## config.mk

```make
export PLATFORM = sky130hd
export DESIGN_NAME = seven_segment_scanner
export DESIGN_NICKNAME = d
export VERILOG_FILES = /design/src/rtl/seven_segment_scanner.sv
export SDC_FILE = /design/constraint.sdc
export NUM_CORES = 1
export LEC_CHECK = 0
export ABC_AREA = 1
export ABC_CLOCK_PERIOD_IN_PS = 2250
export CAP_MARGIN = 10
export CORE_ASPECT_RATIO = 1.5
export CORE_UTILIZATION = 32
export DETAILED_ROUTE_END_ITERATION = 8
export MAX_ROUTING_LAYER = met4
export PLACE_DENSITY = 0.48
export SYNTH_ARGS = -nofsm -noshare
export SYNTH_HDL_FRONTEND = slang
export SYNTH_SLANG_ARGS = --single-unit
```

## constraint.sdc

```tcl
create_clock -name clk -period 2.25 [get_ports clk]
set_clock_uncertainty 0.05 [all_clocks]
set_input_delay 0.675 -clock clk [delete_from_list [all_inputs] [get_ports clk]]
set_output_delay 0.675 -clock clk [all_outputs]
set_load 0.03 [all_outputs]
```

## src/rtl/seven_segment_scanner.sv

```systemverilog
// Scans NUM_DIGITS multiplexed digits through one shared external hex-to-7-segment
// decoder. It adds anti-ghosting blanking, frame-synchronous value update and leading-zero blanking.
module seven_segment_scanner #(
    parameter int NUM_DIGITS   = 4,
    parameter int REFRESH_DIV  = 50000,
    parameter int BLANK_CYCLES = 500
) (
    input  logic                    clk,
    input  logic                    rst_n,
    input  logic                    enable,
    input  logic [4*NUM_DIGITS-1:0] value,
    input  logic                    load,
    input  logic                    lz_suppress,
    output logic [3:0]              nib_out,
    input  logic [6:0]              seg_in,
    output logic [6:0]              seg_out,
    output logic [NUM_DIGITS-1:0]   an_out,
    output logic                    frame_done
);

    localparam int VAL_W = 4 * NUM_DIGITS;
    localparam int IDX_W = $clog2(NUM_DIGITS);
    localparam int CNT_W = $clog2(REFRESH_DIV);
    localparam logic [IDX_W-1:0] LAST_IDX   = IDX_W'(NUM_DIGITS - 1);
    localparam logic [CNT_W-1:0] CNT_LAST   = CNT_W'(REFRESH_DIV - 1);
    localparam logic [CNT_W-1:0] BLANK_LAST = CNT_W'(BLANK_CYCLES - 1);

    typedef enum logic [1:0] {
        ST_IDLE,
        ST_BLANK,
        ST_SHOW
    } state_t;

    state_t             state_q, state_d;
    logic [IDX_W-1:0]   idx_q, idx_d;
    logic [CNT_W-1:0]   cnt_q, cnt_d;
    logic [VAL_W-1:0]   pending_q, pending_d;
    logic [VAL_W-1:0]   active_q, active_d;
    logic               frame_done_q, frame_done_d;

    // upper_zero[i]: nibbles i..NUM_DIGITS-1 of the active value are all zero
    logic [NUM_DIGITS-1:1] upper_zero;
    logic [NUM_DIGITS-1:0] digit_blank;
    logic                  lit;

    assign upper_zero[NUM_DIGITS-1] = (active_q[VAL_W-1 -: 4] == 4'h0);
    assign digit_blank[0]           = 1'b0;

    generate
        for (genvar gi = 1; gi < NUM_DIGITS - 1; gi++) begin : g_zero_chain
            assign upper_zero[gi] = upper_zero[gi+1] && (active_q[4*gi +: 4] == 4'h0);
        end
        for (genvar gi = 1; gi < NUM_DIGITS; gi++) begin : g_blank
            assign digit_blank[gi] = upper_zero[gi];
        end
    endgenerate

    assign lit = (state_q == ST_SHOW) && !(lz_suppress && digit_blank[idx_q]);

    generate
        for (genvar gi = 0; gi < NUM_DIGITS; gi++) begin : g_anode
            assign an_out[gi] = lit && (idx_q == IDX_W'(gi));
        end
    endgenerate

    assign seg_out    = lit ? seg_in : 7'b0;
    assign nib_out    = active_q[{idx_q, 2'b00} +: 4];
    assign frame_done = frame_done_q;

    always_ff @(posedge clk or negedge rst_n) begin
        if (!rst_n) begin
            state_q      <= ST_IDLE;
            idx_q        <= '0;
            cnt_q        <= '0;
            pending_q    <= '0;
            active_q     <= '0;
            frame_done_q <= 1'b0;
        end else begin
            state_q      <= state_d;
            idx_q        <= idx_d;
            cnt_q        <= cnt_d;
            pending_q    <= pending_d;
            active_q     <= active_d;
            frame_done_q <= frame_done_d;
        end
    end

    always_comb begin
        state_d      = state_q;
        idx_d        = idx_q;
        cnt_d        = cnt_q;
        active_d     = active_q;
        frame_done_d = 1'b0;
        // A load on the same edge as a frame start must land in the new frame
        pending_d    = load ? value : pending_q;

        if (!enable) begin
            state_d = ST_IDLE;
            idx_d   = '0;
            cnt_d   = '0;
        end else begin
            case (state_q)
                ST_IDLE: begin
                    state_d  = ST_BLANK;
                    idx_d    = '0;
                    cnt_d    = '0;
                    active_d = pending_d;
                end
                ST_BLANK: begin
                    cnt_d = cnt_q + 1'b1;
                    if (cnt_q == BLANK_LAST) begin
                        state_d = ST_SHOW;
                    end
                end
                ST_SHOW: begin
                    if (cnt_q == CNT_LAST) begin
                        state_d = ST_BLANK;
                        cnt_d   = '0;
                        if (idx_q == LAST_IDX) begin
                            idx_d        = '0;
                            active_d     = pending_d;
                            frame_done_d = 1'b1;
                        end else begin
                            idx_d = idx_q + 1'b1;
                        end
                    end else begin
                        cnt_d = cnt_q + 1'b1;
                    end
                end
                default: begin
                    state_d = ST_IDLE;
                end
            endcase
        end
    end

endmodule
```

After elaboration in Yosys (flattened, before gate mapping)
Cells that the tools add are included.
Storage, ports and cells
  register bits after elaboration: 53
  input port bits: 28
Cells by class
  $add $sub $neg: 2
  $lt $le $gt $ge: 1
  equal/unequal tests: 13
  shifts and indexed selects: 1
  muxes and demuxes: 22
  reductions and logical operators: 18
Operators by type and width (number)
  16-bit 2-to-1 mux: 5
  16-bit one-hot mux with 3 select lines: 1
  16-bit one-hot mux with 2 select lines: 1
  16-bit by 1-bit adder with 16-bit output, second input constant: 1
  16-bit equality test, second input constant: 1
  16-bit by 9-bit equality test with 1-bit output, second input constant: 1
  16-bit by 5-bit variable part select with 4-bit output: 1
  4-bit zero test: 3
  2-bit 2-to-1 mux: 6
  1-bit logical AND: 8
  7-bit 2-to-1 mux: 1
  2-bit equality test, second input constant: 3
  2-bit one-hot mux with 3 select lines: 1
  1-bit 2-to-1 mux: 5
  2-bit by 1-bit equality test with 1-bit output, second input constant: 2
  2-bit zero test: 2
  2-bit by 1-bit inequality test with 1-bit output, second input constant: 2
  4-bit by 1-bit inequality test with 1-bit output, second input constant: 1
  2-bit one-hot mux with 2 select lines: 1
  2-bit AND reduction: 2
  4-bit AND reduction: 1
  2-bit by 3-bit < comparator with 1-bit output, second input constant: 1
  3-bit by 1-bit inequality test with 1-bit output, second input constant: 1
  3-bit by 2-bit inequality test with 1-bit output, second input constant: 1
  other kinds (5): 5

Depth between registers and ports, before layout
Gate-level depths: netlist (run 1).
  word-level depth: 9
  mapped depth: 11

Worst setup path before layout (run 1)
Ideal clock, no wire load.
  path kind: register -> output
  start: register state_q[0]
  end: output port an_out[1]
  arrival: 1.452 ns
  data required time: 1.525 ns
  setup slack: 0.073 ns
  stages on the path, launching flop included: 7
  cell sequence: dfrtp_1 > inv_1 > ha_1 > buf_4 > nand2_1 > buf_2 > nor2_1
On the way
  word-level cells in the longest chain between the ends: 3
Ends and longest elaborated chain
  from (decl): RTL line 34  | state_t state_q, state_d;
  from (signal assigned): RTL line 79  | state_q <= state_d;
  2-bit equality test: RTL line 58  | assign lit = (state_q == ST_SHOW) && !(lz_suppress && digit_blank[idx_q]);
  1-bit logical AND: RTL line 58
  1-bit logical AND: RTL line 62  | assign an_out[gi] = lit && (idx_q == IDX_W'(gi));
  to (decl): RTL line 17  | output logic [NUM_DIGITS-1:0] an_out,
Every way passes these cells.

Worst setup path in the final report (run 1)
  start: register active_q[7]
  end: output port an_out[3]
On the way
  word-level cells in the longest chain between the ends: 8
Ends and longest elaborated chain
  from (decl): RTL line 38  | logic [VAL_W-1:0] active_q, active_d;
  from (signal assigned): RTL line 83  | active_q <= active_d;
  4-bit zero test: RTL line 51  | assign upper_zero[gi] = upper_zero[gi+1] && (active_q[4*gi +: 4] == 4'h0);
  1-bit logical AND: RTL line 51
  1-bit binary-select mux with 2-bit select: RTL line 58
  1-bit 2-to-1 mux (not written as such): RTL line 58
  1-bit logical AND: RTL line 58
  1-bit zero test: RTL line 58
  1-bit logical AND: RTL line 58
  1-bit logical AND: RTL line 62
Every way passes these cells. The select of a mux whose other input is x is not followed.

==> results of run 1 <==
## power by group through the flow
stage	Sequential, mW	Clock (mW)	Combinational (mW)
after floorplan	1.25	0	1.01
after global placement	1.27	0	1.62
after detailed placement	1.27	0	1.62
after CTS	1.26	0.942	1.73
after global routing	1.28	0.975	1.90
final	1.26	0.912	1.74
## through the flow
stage | TNS [ns] | hold WS, ns | total power [mW]
after floorplan | 0 | 0.329 | 2.25
after global routing | -1.27 | 0.339 | 4.16
after global placement | -9.33 | 0.402 | 2.89
after CTS | -1.74 | 0.329 | 3.93
final | -0.610 | 0.301 | 3.91
after detailed placement | -9.28 | 0.408 | 2.89
## worst paths after layout
kind	end	slack, ns	depth (start not counted)
setup reg to reg	cnt_q[0]	0.40	8
setup / recovery	an_out[3]	-0.06	6
hold reg to reg	pending_q[2]	0.42	2
max in group asynchronous	cnt_q[8]	1.57	2
min in group clk	pending_q[2]	0.42	2
hold / removal	cnt_q[0]	0.30	2
## worst max-delay path, stage by stage, from the launching register on
cell     delay [ns]
dfrtp_1        0.41
o31ai_2        0.26
nand4_1        0.18
nand2_4        0.15
buf_4          0.13
nor2_4         0.03
buf_6          0.13
## registers in the layout, summed over array words and instances (netlist names)
register    flops
frame_done      1
active_q       16
pending_q      16
state_q         2
cnt_q          16
idx_q           2
## synth_stat cells (all sizes together)
master   instances  share of area
a21o             1         0.0025
a21oi           16          0.026
a31oi            1         0.0020
and2             1         0.0020
buf             10          0.026
clkbuf           3         0.0037
clkinv           1         0.0012
dfrtp           53           0.43
ha               9          0.037
inv             57          0.070
nand2          138           0.18
nand3           19          0.035
nand4            6          0.012
nor2            57          0.073
nor3             2         0.0033
nor4             2         0.0041
o2111ai          2         0.0057
o21ai           32          0.072
o22ai            3         0.0061
o31ai            1         0.0025
xor2             1         0.0029
## what timing repair did
action | 4_1_cts | 5_1_grt
pin swaps | 3 | 5
setup endpoints to repair | 11 | 14
cloned | 1 | 0
resized for setup | 94 | 9
buffers inserted | 1 | 1
## placed cells by master, fill, tap and decap left out, types with 14 or more instances in the layout
cell type / instances
buf_4: 37
inv_1: 52
nor2_1: 42
nand3_1: 18
dfrtp_1: 53
nor2_2: 14
a21oi_1: 16
nand2_1: 128
o21ai_2: 17
clkdlybuf4s50_1: 26
## layout make-up
| cell class | instances | area share |
|---|---|---|
| clock inverter | 3 | 0.0116 |
| multi-input combinational | 291 | 0.361 |
| inverter | 58 | 0.0532 |
| clock buffer | 5 | 0.0306 |
| sequential | 53 | 0.324 |
| timing repair buffer | 80 | 0.186 |
| tap | 112 | 0.0342 |
## layer usage
layer  up-vias  global-route usage
met4         0              0.0757
met3        16              0.0232
met2        42               0.331
met1      1302               0.192
li1       1437                   -
met5         -                   -
## cells by family after synthesis
kind of cell	share of synthesized area
AOI/OAI and AO/OA	0.117
buffers and inverters	0.101
DFF	0.434
xor gates and xnor gates	0.00287
and+or+nand+nor	0.308
adders and majority gates	0.0369
==> metrics.cfg, run 1 <==
[run_status]
status=finished with violations
violations=negative setup slack

[power_and_ir_drop]
seqPwrFrac=0.322
power_leakage_nw=2.03
p_sw_frac=0.382
p_sw_mw=1.49
power_density_nw_per_um2=954
p_int_mw=2.42
p_comb_frac=0.445
clockPowerShare=0.233
max-vdd-ir-drop_v=0.000412

[synthesis]
ys_warn_count=0
postSynthAreaPerCell_sq_um=7.36
ys_seq_area_frac=0.434
ys_seq_elements=53
syn_inst=415
syn_area_sq_um=3060
syn_nets=452
synth.distinct_cells=30

[setup_path]
r2r_start=cnt_q[1]
worst_setup_path_start_kind=register
critPathLaunch=active_q[7]
arrival_ns=1.59
critPathRequiredTime_ns=1.52
crit_path_end_kind=primary output
path_class=register to primary output
cp_max_fo=3

[clock_network]
clockRootBuffer=clkbuf_16
holdBufCountCts=0
cts_max_path_buffers=2
cts_buffers=5
clk_pin_slew_ns=0.07
cts_tree=yes
cts_sinks=53
clkLatencyLatePin_ns=0.30
htree_levels=2

[placed_design]
post-dp-hpwl_um=5910
place.detailed.instances=591
io_buffers=43
pre_cts_slack_ns=-0.861
gp_congestion=0.880
placed_area_sq_um=3810

[floorplan]
dieHeight_um=122
io_pins=44
initial_core_util=0.330
rows=43
core_sq_um=9250
dieArea_sq_um=9950
die-width_um=81.8

[timing]
setup_viol=11
timing_worst_slew_pin_value_ns=0.535
fmax_mhz=433
fin_crit_sh=1.03
hold_viol=0
fin_ws_ns=-0.0613
rsz0062_at_grt=true
slew_violations=0
relSlewSlack=0.643
finalCriticalPeriod_ns=2.31

[cells_and_area]
n_antenna_cell=0
syn_to_final_growth_pct=34.0
multi_input_area_sq_um=1480
fin_area_sq_um=4090
ff_latch_area_sq_um=1330
drive_above_1_share=0.229
nNetsFinal=526
fillers=966
final_cells=602
fin_util=0.442

[drt]
ant_nets=0
drc=0
dr.pass1.iters=4
vias=2797
drt-met1-wl_um=3150
wl_met2_um=4380
wire_per_inst_um=13.1
wl_um=7900
drt_iter0_markers=77
met3WireLength_um=141
highest_layer=met4
vias_per_cell=4.65

[global_route]
grt_first_pass_wirelength_um=13200
overflow=0
gr-usage-all-layers=0.182
grt_max_degree=54
grt_pass1_vias=2754
antenna_found_initial=0

[flow_run]
maxCapViolations=0

[min_path]
hold_path_class=input port to async pin

No activity file was read; power rests on OpenSTA's default activity.
==> inputs of run 2 (changes only) <==
- PLACE_DENSITY: 0.48 -> default
- PLACE_DENSITY_LB_ADDON: default -> 0.3
==> run 2 against run 1 <==
Against the previous run: sequential cell count did not move; cell area fell by 1.5%; highest routed layer unchanged; setup slack improved by 0.017 ns; utilization fell by 0.65 points; combinational power barely moved; largest cell class unchanged; first-iteration DRC count rose by 61%; the run still ends with negative setup slack left; maximum frequency rose by 0.74%; sequential share of layout area rose by 0.48 points; clock power fell by 16%; hold slack got worse by 0.038 ns; critical path depth did not move.
==> metrics.cfg, run 2 (synthesis gave the netlist of run 1 again) <==
[run_status]
status=finished with violations
violations=negative setup slack

[clock_network]
cts_sinks=53  ; unchanged
cts_buffers=5  ; unchanged
clk_pin_slew_ns=0.07  ; about the same
clockRootBuffer=clkbuf_16
cts_max_path_buffers=2  ; unchanged
clkLatencyLatePin_ns=0.30  ; about the same
cts_tree=yes
htree_levels=2  ; unchanged

[power_and_ir_drop]
p_sw_frac=0.393  ; +0.0113
total_power_mw=3.75  ; -3.9%
power_leakage_nw=2.00  ; -1.8%
seqPwrFrac=0.333  ; +0.011
max-vdd-ir-drop_v=0.000670  ; +63%
p_sw_mw=1.47  ; -1.1%
p_int_mw=2.28  ; -5.7%
p_comb_frac=0.462  ; +0.017
power_density_nw_per_um2=930  ; -2.5%
clockPowerShare=0.205  ; -0.028

[setup_path]
arrival_ns=1.57  ; -0.02 ns
cp_max_fo=6  ; +3
crit_path_end_kind=primary output
worst_setup_path_start_kind=register
path_class=register to primary output
critPathRequiredTime_ns=1.52  ; about the same

[floorplan]
initial_core_util=0.330  ; unchanged
dieHeight_um=122  ; unchanged
core_sq_um=9250  ; unchanged
rows=43  ; unchanged
dieArea_sq_um=9950  ; unchanged
die-width_um=81.8  ; unchanged
io_pins=44  ; unchanged

[drt]
vias_per_cell=4.66  ; +0.32%
wire_per_inst_um=12.8  ; -2.5%
ant_nets=0  ; unchanged
wl_um=7670  ; -2.9%
vias=2792  ; -0.18%
dr.pass1.iters=4  ; unchanged
drc=0  ; unchanged
drt_iter0_markers=124  ; +61%

[global_route]
grt_first_pass_wirelength_um=12800  ; -3.1%
grt_max_degree=38  ; -30%
gr-usage-all-layers=0.174  ; -0.00782
grt_pass1_vias=2734  ; -0.73%
antenna_found_initial=0  ; unchanged
overflow=0  ; unchanged

[cells_and_area]
top_regs=active_q x16, cnt_q x16, pending_q x16
nNetsFinal=524  ; -0.38%
fillers=942  ; -2.5%
n_antenna_cell=0  ; unchanged
layout_commonest_cell=nand2_1
drive_above_1_share=0.220  ; -0.00886
final_cells=599  ; -0.50%
fin_util=0.436  ; -0.00649
fin_area_sq_um=4030  ; -1.5%
syn_to_final_growth_pct=32.0
final_cell_mix=nand2_1 (128), dfrtp_1 (53), inv_1 (52)

[timing]
rsz0062_at_grt=true
setup_viol=11  ; unchanged
relSlewSlack=0.668  ; +0.0256
slew_violations=0  ; unchanged
timing_worst_slew_pin_value_ns=0.497  ; -0.0383 ns
fin_ws_ns=-0.0442  ; +0.0171 ns
fin_crit_sh=1.02  ; -0.00759
fmax_mhz=436  ; +0.74%
hold_viol=0  ; unchanged
tns_ns=-0.262  ; +0.348 ns
finalCriticalPeriod_ns=2.29  ; -0.0171 ns

[placed_design]
place.detailed.instances=590  ; -0.17%
gp_congestion=0.876  ; -0.38%
io_buffers=43  ; unchanged
post-dp-hpwl_um=5710  ; -3.3%
placed_area_sq_um=3800  ; -0.20%

[flow_run]
maxCapViolations=0  ; unchanged

[min_path]
hold_path_class=input port to async pin

run 2: cell types whose count changed in the layout (fill, tap and decap cells not counted), sizes merged:
cell / previous run / this run
buf: 54 / 52
bufinv: 1 / 0
clkbuf: 5 / 6
clkinv: 1 / 2
inv: 59 / 57
run 2: metrics by stage:
step / hold slack (ns) / worst slack [ns]
5_1_grt: 0.286 / -0.126
3_3_place_gp: 0.402 / -0.878
2_1_floorplan: 0.329 / 0.0730
6_report: 0.263 / -0.0442
3_5_place_dp: 0.408 / -0.904
4_1_cts: 0.266 / -0.200
run 2: layout make-up:
class                      instances  area, sq um  share of cell area
tap                              112          140              0.0347
clock buffer                       6          129              0.0319
sequential                        53         1330               0.329
multi-input combinational        291         1480               0.368
timing repair buffer              78          728               0.181
clock inverter                     1         8.76             0.00217
inverter                          58          218              0.0540
run 2: what timing repair did:
item | 4_1_cts | 5_1_grt
gates cloned | 1 | 0
hold buffers | 0 | 0
gates resized for setup | 97 | 8
setup endpoints to repair | 11 | 12
pin swaps | 4 | 4
setup buffers | 3 | 0
run 2: per-layer routing:
layer | GRT usage | wire (um)
met3 | 0.0255 | 192
met2 | 0.303 | 4120
met1 | 0.197 | 3190
met4 | 0.0669 | 163
met5 | - | 0
run 2: worst paths after layout:
kind / to / slack (ns) / from / cells after the start
setup / recovery: an_out[1] / -0.04 / active_q[7] / 6
hold / removal: cnt_q[10] / 0.26 / rst_n / 1
setup reg to reg: cnt_q[0] / 0.34 / cnt_q[1] / 8
hold reg to reg: pending_q[13] / 0.42 / pending_q[13] / 2
max in group asynchronous: idx_q[1] / 1.33 / rst_n / 2
min in group clk: pending_q[13] / 0.42 / pending_q[13] / 2
run 2: worst max-delay path, stage by stage (launching register included):
cell and delay, ns:
dfrtp_1 0.39, o31ai_2 0.28, nand4_1 0.14, nand2_2 0.13
buf_6 0.15, nor2_2 0.05, buf_6 0.13
run 2: power by group through the flow:
stage	Sequential [mW]	Combinational, mW	Clock (mW)
after floorplan	1.25	1.01	0
after global placement	1.26	1.62	0
after detailed placement	1.26	1.64	0
after CTS	1.25	1.78	0.791
after global routing	1.27	1.90	0.828
final	1.25	1.73	0.769
